--- config.mk ---
export PLATFORM = sky130hd
export DESIGN_NAME = period_meter
export DESIGN_NICKNAME = d
export VERILOG_FILES = /design/src/rtl/period_meter_pkg.sv /design/src/rtl/period_meter_edge_detect.sv /design/src/rtl/period_meter.sv
export SDC_FILE = /design/constraint.sdc
export NUM_CORES = 1
export LEC_CHECK = 0
export CORE_MARGIN = 2
export CORE_UTILIZATION = 35
export CTS_CLUSTER_SIZE = 25
export DETAILED_ROUTE_END_ITERATION = 10
export GPL_TIMING_DRIVEN = 1
export PLACE_DENSITY = 0.62
export SYNTH_ARGS = -nofsm -noshare
export SYNTH_HDL_FRONTEND = slang
export SYNTH_HIERARCHICAL = 1
export SYNTH_SLANG_ARGS = --single-unit
export TNS_END_PERCENT = 5
--- constraint.sdc ---
create_clock -name clk -period 4 [get_ports clk]
set_input_delay 0.4 -clock clk [delete_from_list [all_inputs] [get_ports clk]]
set_output_delay 0.4 -clock clk [all_outputs]
set_load 0.005 [all_outputs]
--- src/rtl/period_meter_pkg.sv ---
// Shared definitions for the period meter: state encoding, default counter
// width and the phase-length limit that triggers a timeout.
package period_meter_pkg;

  typedef enum logic [1:0] {
    IDLE = 2'd0,
    HIGH = 2'd1,
    LOW  = 2'd2
  } state_t;

  localparam int CNT_W_DEFAULT = 8;

  // Longest phase a CNT_W-bit counter can hold: 2^w - 1 cycles.
  function automatic int timeout_limit(input int w);
    return (1 << w) - 1;
  endfunction

endpackage

--- src/rtl/period_meter_edge_detect.sv ---
// Registers the incoming divided signal and flags single-cycle rise/fall
// events. The register resets to 1 so a signal that is already high when
// reset is released is never mistaken for a rising edge.
module edge_detect
  import period_meter_pkg::*;
(
  input  logic clk,
  input  logic reset_n,
  input  logic sig_in,
  output logic rise,
  output logic fall
);

  logic sig_q;

  // Delay sig_in by one clock to compare against the current sample.
  always_ff @(posedge clk or negedge reset_n) begin
    if (!reset_n) begin
      sig_q <= 1'b1;
    end else begin
      sig_q <= sig_in;
    end
  end

  assign rise = sig_in & ~sig_q;
  assign fall = ~sig_in & sig_q;

endmodule

--- src/rtl/period_meter.sv ---
// Measures high time, low time and period of a clk-synchronous divided
// signal in clk cycles. A measurement is published with a one-cycle strobe
// each time a rise closes a complete high+low cycle. A phase that outlasts
// the counter range sets a sticky timeout and restarts from IDLE.
module period_meter
  import period_meter_pkg::*;
#(
  parameter int CNT_W = CNT_W_DEFAULT
) (
  input  logic             clk,
  input  logic             reset_n,
  input  logic             sig_in,
  input  logic             clear,
  output logic             meas_valid,
  output logic [CNT_W-1:0] high_cnt,
  output logic [CNT_W-1:0] low_cnt,
  output logic [CNT_W:0]   period,
  output logic             timeout
);

  localparam logic [CNT_W-1:0] LIMIT = CNT_W'(timeout_limit(CNT_W));
  localparam logic [CNT_W-1:0] ONE   = CNT_W'(1);

  logic             rise;
  logic             fall;

  state_t           state, state_next;
  logic [CNT_W-1:0] hi, hi_next;
  logic [CNT_W-1:0] lo, lo_next;
  logic             meas_valid_next;
  logic [CNT_W-1:0] high_cnt_next;
  logic [CNT_W-1:0] low_cnt_next;
  logic [CNT_W:0]   period_next;
  logic             timeout_next;

  edge_detect u_edge_detect (
    .clk     (clk),
    .reset_n (reset_n),
    .sig_in  (sig_in),
    .rise    (rise),
    .fall    (fall)
  );

  // State, phase counters and published outputs.
  always_ff @(posedge clk or negedge reset_n) begin
    if (!reset_n) begin
      state      <= IDLE;
      hi         <= '0;
      lo         <= '0;
      meas_valid <= 1'b0;
      high_cnt   <= '0;
      low_cnt    <= '0;
      period     <= '0;
      timeout    <= 1'b0;
    end else begin
      state      <= state_next;
      hi         <= hi_next;
      lo         <= lo_next;
      meas_valid <= meas_valid_next;
      high_cnt   <= high_cnt_next;
      low_cnt    <= low_cnt_next;
      period     <= period_next;
      timeout    <= timeout_next;
    end
  end

  // Next-state logic: count phases, publish on the closing rise, and fall
  // back to IDLE on clear (highest priority) or counter overflow.
  always_comb begin
    state_next      = state;
    hi_next         = hi;
    lo_next         = lo;
    meas_valid_next = 1'b0;
    high_cnt_next   = high_cnt;
    low_cnt_next    = low_cnt;
    period_next     = period;
    timeout_next    = timeout;

    if (clear) begin
      state_next    = IDLE;
      hi_next       = '0;
      lo_next       = '0;
      high_cnt_next = '0;
      low_cnt_next  = '0;
      period_next   = '0;
      timeout_next  = 1'b0;
    end else begin
      case (state)
        IDLE: begin
          // Anything before the first rise is a partial phase; ignore it.
          if (rise) begin
            hi_next    = ONE;
            state_next = HIGH;
          end
        end

        HIGH: begin
          if (fall) begin
            lo_next    = ONE;
            state_next = LOW;
          end else if (sig_in) begin
            if (hi == LIMIT) begin
              timeout_next = 1'b1;
              hi_next      = '0;
              lo_next      = '0;
              state_next   = IDLE;
            end else begin
              hi_next = hi + ONE;
            end
          end
        end

        LOW: begin
          if (rise) begin
            high_cnt_next   = hi;
            low_cnt_next    = lo;
            period_next     = {1'b0, hi} + {1'b0, lo};
            meas_valid_next = 1'b1;
            // The closing rise is also the first high sample of the next cycle.
            hi_next         = ONE;
            lo_next         = '0;
            state_next      = HIGH;
          end else if (!sig_in) begin
            if (lo == LIMIT) begin
              timeout_next = 1'b1;
              hi_next      = '0;
              lo_next      = '0;
              state_next   = IDLE;
            end else begin
              lo_next = lo + ONE;
            end
          end
        end

        default: begin
          state_next = IDLE;
          hi_next    = '0;
          lo_next    = '0;
        end
      endcase
    end
  end

endmodule

Word-level counts from Yosys, hierarchy flattened
Cells that the tools add are included.
{"block": "totals", "latch_bits": 0, "mem_bits_rw": 0, "memories": 0, "word_cells": 87, "out_inout_bits": 27, "register_bits": 46, "mem_bits_ro": 0, "input_bits": 4}
{"block": "classes", "n_mux": 46, "n_lt_le_gt_ge": 0, "n_eq_ne": 16, "div_mod_pow": 0, "reduce_logical": 9, "n_shift": 0, "bitwise_logic": 4, "n_mul": 0, "addsub": 3}
{"operator": "two-way mux 8 bit", "count": 21}
{"operator": "case mux 8 bit (3 select lines)", "count": 2}
{"operator": "two-way mux 9 bit", "count": 3}
{"operator": "inequality test 3 bit (second input constant)", "count": 7}
{"operator": "adder 8 x 1 -> 8 bit (second input constant)", "count": 2}
{"operator": "== test 8 bit (second input constant)", "count": 2}
{"operator": "two-way mux 2 bit", "count": 8}
{"operator": "inequality test 4 bit (second input constant)", "count": 4}
{"operator": "two-way mux 1 bit", "count": 10}
{"operator": "AND reduction 5 bit", "count": 2}
{"operator": "adder 8 x 8 -> 9 bit", "count": 1}
{"operator": "AND reduction 7 bit", "count": 1}
{"operator": "case mux 2 bit (3 select lines)", "count": 1}
{"operator": "AND reduction 4 bit", "count": 1}
{"operator": "nonzero test 2 bit", "count": 2}
{"operator": "nonzero test 3 bit", "count": 1}
{"operator": "bitwise AND 1 bit", "count": 2}
{"operator": "== test 2 x 1 -> 1 bit (second input constant)", "count": 1}
{"operator": "== test 2 bit (second input constant)", "count": 1}
{"operator": "zero test 2 bit", "count": 1}
{"operator": "inequality test 2 bit (second input constant)", "count": 1}
{"operator": "NOT 1 bit", "count": 2}
{"operator": "case mux 1 bit (2 select lines)", "count": 1}
{"operator": "AND reduction 2 bit", "count": 1}

Logic depth before layout (Yosys ltp)
Gate-level depths: netlist of the first run.
{"block": "logic_depth", "depth_word": 6, "mapped_depth": 7, "depth_no_buf": 7}

Modules after synthesis
Netlist of the first run, hierarchy kept.
{"module": "period_meter", "cells_each": 240, "instances": 1, "seq_area_each_um2": 1126.1, "area_per_inst_um2": 2590.0}
{"module": "edge_detect", "cells_each": 3, "instances": 1, "seq_area_each_um2": 26.3, "area_per_inst_um2": 41.3}

Worst setup path after synthesis of the first run
OpenSTA, ideal clock, no wires.
{"block": "synth_path", "path_kind": "reg-to-reg", "start": "reg hi[0]", "end": "reg period[8]", "period_less_slack_ns": 1.815, "t_required_ns": 3.865, "path_stages_with_launch": 7, "slack_ns": 2.185, "path_buffers": 0, "arrival_ns": 1.680, "setup_ns": 0.135, "cell_sequence": "dfrtp_1 -> ha_1 -> fa_1 -> a211oi_1 -> o21ai_0 -> a31oi_1 -> o21ai_0"}
{"block": "synth_via", "elab_chain_cells": 4}
{"element": "start, declared", "line": "period_meter.sv:28", "text": "logic [CNT_W-1:0] hi, hi_next;"}
{"element": "start signal, assigned", "line": "period_meter.sv:57", "text": "hi <= hi_next;"}
{"element": "adder 8 x 8 -> 9 bit", "line": "period_meter.sv:117", "text": "period_next = {1'b0, hi} + {1'b0, lo};"}
{"element": "two-way mux 9 bit", "line": "period_meter.sv:114", "text": "if (rise) begin"}
{"element": "two-way mux 9 bit", "line": "period_meter.sv:88", "text": "case (state)"}
{"element": "two-way mux 9 bit", "line": "period_meter.sv:79", "text": "if (clear) begin"}
{"element": "end signal, assigned", "line": "period_meter.sv:62", "text": "period <= period_next;"}
{"element": "end, declared", "line": "period_meter.sv:17", "text": "output logic [CNT_W:0] period,"}
No other way between the ends. The select of a mux whose other input is x is not followed.
A chain may end at the register's enable or synchronous reset.

Worst setup path after layout of the first run
{"block": "layout_path", "start": "in sig_in", "end": "reg period[7]"}
{"block": "layout_via", "elab_chain_cells": 3}
{"element": "start, declared", "line": "period_meter.sv:12", "text": "input logic sig_in,"}
{"element": "bitwise AND 1 bit", "line": "period_meter_edge_detect.sv:25", "text": "assign rise = sig_in & ~sig_q;"}
{"element": "via rise", "line": "period_meter.sv:24", "text": "logic rise;"}
{"element": "nonzero test 2 bit (no source line)"}
{"element": "AND reduction 2 bit (no source line)"}
The timed path passes the listed nets, and every way through them passes these cells.

==> impl_metrics.toml, run 1 <==
[finish]
instances_no_fill = 375
diodes = 0
fillerInstances = 698
area_delta_synth_final_pct = 18.7
final_area_um2 = 3120
drive_gt1_share_pct = 12.0
post-route-util_pct = 43.1
num-nets-final = 294

[grt]
grt_max_degree = 47
grt_pass1_vias = 1974
antenna_found_initial = 0
grt_pass1_wl_um = 9890
grtUsageTotal_pct = 15.0
grt-ovfl-total = 0

[drt]
final_antenna_net_count = 0
avgRoutedWirePerCell_um = 16.2
vias = 2054
first_iter_violations = 90
routed_via_density = 5.48
first_pass_iters = 4
routed_wirelength_um = 6060
drc = 0

[synthesis]
yosys-mux-area-fraction_pct = 1.95
syn_nets = 262
ys.warnings.count = 6
avgSynthCellArea_um2 = 10.8
ys_ff_latch = 46
synth_xor_area_share_pct = 0.666
syn_area_um2 = 2630
yosysUniqueCellTypes = 61
synthTopCellsByCount = "dfrtp_1 (45), a22o_1 (27), o21ai_0 (16), ha_1 (14), nand2_1 (11)"
synth_edf_count = 0
postSynth.asyncResetShare_pct = 100
synth_compound_area_share_pct = 25.6
synth_top_family_by_area = "compound AO/OA/AOI/OAI gates"
synth.top_cell.area_share_pct = 42.8
yosysMostFrequentCell = "dfrtp_1"
ys_seq_area_share_pct = 43.8
synth_cells = 243
synth_fa_ha_area_share_pct = 7.42
synthSimpleGateAreaFrac_pct = 18.2
synth_top_cells_by_area = "dfrtp_1 (43%), a22o_1 (9.0%), ha_1 (6.7%)"
synthFlopType = "dfrtp_1"
synth_top_cell_by_area = "dfrtp_1"

[floorplanning]
core_area_um2 = 7250
start_util_pct = 36.3
ioPinCount = 31
die_h_um = 90.7
chipWidth_um = 90.7
die-area_um2 = 8230
row_count = 31

[sta]
hold_viol_final = 0
fin_crit_ns = 2.61
setup_total_negative_slack_ns = 0
setup_viol = 0
finalMaxSlewViolations = 0
fin_hold_ws_ns = 0.264
worst_pin_slew_ns = 1.02
clock_skew_ns = 0.0114
clock.fmax_mhz = 382
slew_headroom_pct = 32.1
finalWorstSetupSlack_ns = 1.39
fin_crit_sh_pct = 65.4
rsz0062_at_grt = "no"

[placement]
dpl.cell_count = 367
placed_cell_area_um2 = 3030
place_congestion = 0.869
port_buffers = 30
dp_hpwl_um = 4390
post-place-ws_ns = 1.06

[clock_network]
clk_pin_slew_ns = 0.10
tritoncts = "built"
cts_resized = 0
cts.sinks = 46
postCtsSetupRepairBufs = 0
clock_latency_ns = 0.31
cts_inserted_buffers = 5
clock_tree.root_cell = "clkbuf_8"
hold_buffers = 0
cts_buffer_depth = 2
htreeDepth = 2

[power]
p_leak_nw = 1.39
ir_drop_mv = 0.150
intPower_mw = 0.729
power.share.clock_pct = 29.1
finalPower_mw = 1.06
seqPwrFrac_pct = 48.0
p_comb_share_pct = 22.9
p_per_area_nw_per_um2 = 339
p_sw_mw = 0.330
switching_share_pct = 31.2

[critical_path]
cp-end-kind = "flop"
cp_data_required_time_ns = 4.23
worst_setup_path_start_kind = "input port"
critPathMaxFanout = 24
cp.arrival_ns = 2.84
critical_path_class = "in -> reg"

[run_status]
outcome = "complete, no violations"

[hold_path]
hold_class = "in -> async"

[run]
drv_cap = 0
[logic make-up after synthesis]
kind of cell | count (synthesis)
adder cells (fa/ha/maj) | 15
flip-flops | 46
buffers and inverters | 13
AO/OA/AOI/OAI | 87
XOR/XNOR | 2
multiplexers | 4
AND/OR/NAND/NOR | 76
[state kept, by name, summed over array words and instances, names as in the netlist]
signal,flops
period,9
hi,8
high_cnt,8
lo,8
low_cnt,8
state,2
meas_valid,1
timeout,1
u_edge_detect/sig_q,1
[cells in the final DEF (no fill, tap or decap), types with 6 or more instances in the layout]
master            n
ha_1             14
nor2_1            9
nand3_1           9
nand2_1          11
clkbuf_8          6
o211ai_1          8
dfrtp_1          45
nand2b_1          6
nor2b_1           6
inv_1             6
o21ai_0          16
clkdlybuf4s50_1  29
a22o_1           27
[per-layer routing]
metal / global-route usage [%] / up-vias / share of wire [%]
met5: 0 / - / 0
met1: 20.3 / 981 / 48
met2: 24.6 / 47 / 47
li1: - / 1017 / -
met4: 4.10 / 0 / 1.1
met3: 2.59 / 9 / 3.7
[power by group through the flow]
stage	Combinational, mW	Clock, mW	Sequential [mW]
2_1_floorplan	0.185	0	0.508
3_3_place_gp	0.238	0	0.517
3_5_place_dp	0.240	0	0.518
4_1_cts	0.242	0.317	0.509
5_1_grt	0.268	0.338	0.512
6_report	0.243	0.308	0.508
[worst max-delay path, cell delays in order]
cell and delay (ns):
clkdlybuf4s50_1 0.70, nor2b_1 0.54, nand3b_1 0.42, inv_1 0.13
buf_4 0.26, and4_1 0.22, a211oi_1 0.05, o211ai_1 0.11
[layout make-up]
class	count	area, um2	area share [%]
inverter	6	22.5	0.721
sequential	46	1150	36.9
timing repair buffer	32	310	9.94
tap	99	124	3.97
clock inverter	1	8.76	0.280
clock buffer	7	86.3	2.76
multi-input combinational	184	1420	45.4
[worst paths after layout]
kind                                                from                    end  slack [ns]  cells past startpoint
max                                               sig_in  period[7]$_DFFE_PN0P_        1.39                      8
min                                              reset_n  period[7]$_DFFE_PN0P_        0.26                      1
max reg2reg                u_edge_detect/sig_q$_DFF_PN1_  period[7]$_DFFE_PN0P_        1.91                      7
min reg2reg                        period[8]$_DFFE_PN0P_  period[8]$_DFFE_PN0P_        0.50                      2
max in group asynchronous                        reset_n  period[0]$_DFFE_PN0P_        3.11                      1
min in group clk                   period[8]$_DFFE_PN0P_  period[8]$_DFFE_PN0P_        0.50                      2
No activity file was read; power rests on OpenSTA's default activity.
==> inputs of run 2 (changes only) <==
clock period = 2.5 ns   (was 4 ns; I/O delays follow)
==> impl_metrics.toml, run 2 (synthesis results as in run 1) <==
[grt]
grt.met2_usage_pct = 25.1
grt_pass1_vias = 2098
grtUsageTotal_pct = 16.2
grt-ovfl-total = 0
use_met3_pct = 2.92
antenna_found_initial = 0
grt_max_degree = 35
grt_util_met1_pct = 23.2
busiest_layer = "met2"
grt_pass1_wl_um = 10800

[sta]
fin_hold_ws_ns = 0.0188
setup_viol = 0
worst_pin_slew_ns = 0.777
finalWorstSetupSlack_ns = 0.447
fin_crit_sh_pct = 82.1
slew_headroom_pct = 48.2
rsz0062_at_grt = "no"
fin_crit_ns = 2.05
hold_viol_final = 0
finalMaxSlewViolations = 0
clock_skew_ns = 0.0113
clock.fmax_mhz = 487
setup_total_negative_slack_ns = 0

[floorplanning]
row_count = 31
die_h_um = 90.7
ioPinCount = 31
core_area_um2 = 7250
chipWidth_um = 90.7
start_util_pct = 36.3
die-area_um2 = 8230

[clock_network]
postCtsSetupRepairBufs = 0
hold_buffers = 0
tritoncts = "built"
cts_inserted_buffers = 5
clock_tree.root_cell = "clkbuf_8"
cts_resized = 0
clock_latency_ns = 0.30
cts.sinks = 46
cts_buffer_depth = 2
htreeDepth = 2
clk_pin_slew_ns = 0.10

[finish]
fillerInstances = 698
area_delta_synth_final_pct = 22.8
instances_no_fill = 382
drive_gt1_share_pct = 14.5
final_area_um2 = 3230
diodes = 0
final_common_cell = "dfrtp_1"
largest_register_ffs = 9
largest-register = "period"
post-route-util_pct = 44.5
num-nets-final = 301
layout_common_cells = "dfrtp_1 (45), clkdlybuf4s50_1 (29), a22o_1 (27)"

[critical_path]
cp_cell_sequence = "ha_1 > fa_1 > a211oi_1 > o21ai_0 > a31oi_1 > o21ai_0"
critical_path.startpoint = "hi[0]$_DFFE_PN0P_"
r2r_cells = 6
r2r_start = "hi[0]$_DFFE_PN0P_"
endpoint = "period[8]$_DFFE_PN0P_"
ff2ff_setup_slack_ns = 0.45
cp_data_required_time_ns = 2.68
slowest_delay_ns = 0.48
cp-end-kind = "flop"
worst_setup_path_start_kind = "flop"
cp_slowest_cell = "dfrtp_1"
cp.arrival_ns = 2.23
critical_path_class = "reg -> reg"
critPathMaxFanout = 6
timing.rr.end = "period[8]$_DFFE_PN0P_"
cp_common_cell = "o21ai_0"

[run_status]
outcome = "complete, no violations"

[placement]
placed_cell_area_um2 = 3090
port_buffers = 30
dpl.cell_count = 374
place_congestion = 0.797
dp_hpwl_um = 4570
post-place-ws_ns = 0.283

[power]
ir_drop_mv = 0.282
p_per_area_nw_per_um2 = 580
finalPower_mw = 1.88
p_leak_nw = 1.45

[drt]
routed_via_density = 5.53
vias = 2113
drc = 0
final_antenna_net_count = 0
routed_wirelength_um = 6240
first_iter_violations = 120
first_pass_iters = 4
avgRoutedWirePerCell_um = 16.3

[run]
drv_cap = 0

[hold_path]
hold_class = "in -> async"
[run 2: cell types whose count changed in the layout (fill, tap and decap cells not counted), sizes merged]
cell    change
buf         +7
bufinv      +2
clkbuf      -2
clkinv      +1
inv         -1
[run 2: area by class of cell]
type	instances	area [um2]	area share [%]
multi-input combinational	184	1420	43.9
inverter	6	22.5	0.697
tap	99	124	3.83
clock buffer	5	68.8	2.13
sequential	46	1150	35.7
clock inverter	3	68.8	2.13
timing repair buffer	39	375	11.6
[run 2: worst min-delay path by stage]
stage | from | end | slack [ns] | cells past startpoint
after floorplan | reset_n | hi[0]$_DFFE_PN0P_ | -0.05 | 0
after detailed placement | reset_n | period[3]$_DFFE_PN0P_ | 0.38 | 1
final | reset_n | high_cnt[2]$_DFFE_PN0P_ | 0.02 | 1
after global placement | reset_n | high_cnt[0]$_DFFE_PN0P_ | 0.37 | 1
after global routing | reset_n | meas_valid$_DFF_PN0_ | 0.08 | 1
after CTS | reset_n | period[3]$_DFFE_PN0P_ | 0.04 | 1
[run 2: power breakdown]
| part | leakage (nW) | switching (mW) | total (mW) | internal, mW |
|---|---|---|---|---|
| combinational | 0.749 | 0.225 | 0.397 | 0.172 |
| sequential | 0.636 | 0.0424 | 0.813 | 0.770 |
| clock | 0.0683 | 0.264 | 0.665 | 0.401 |
[run 2: layer usage]
metal | vias up | share of wire (%)
met4 | 0 | 0.93
met1 | 1035 | 49
li1 | 1027 | -
met3 | 7 | 3.2
met5 | - | 0
met2 | 44 | 47
[run 2: critical path: cells and delay by family (launching register included)]
family                   cells  cell delay [ns]
AO/OA/AOI/OAI                4             0.75
adder cells (fa/ha/maj)      2             0.70
flip-flops                   1             0.48
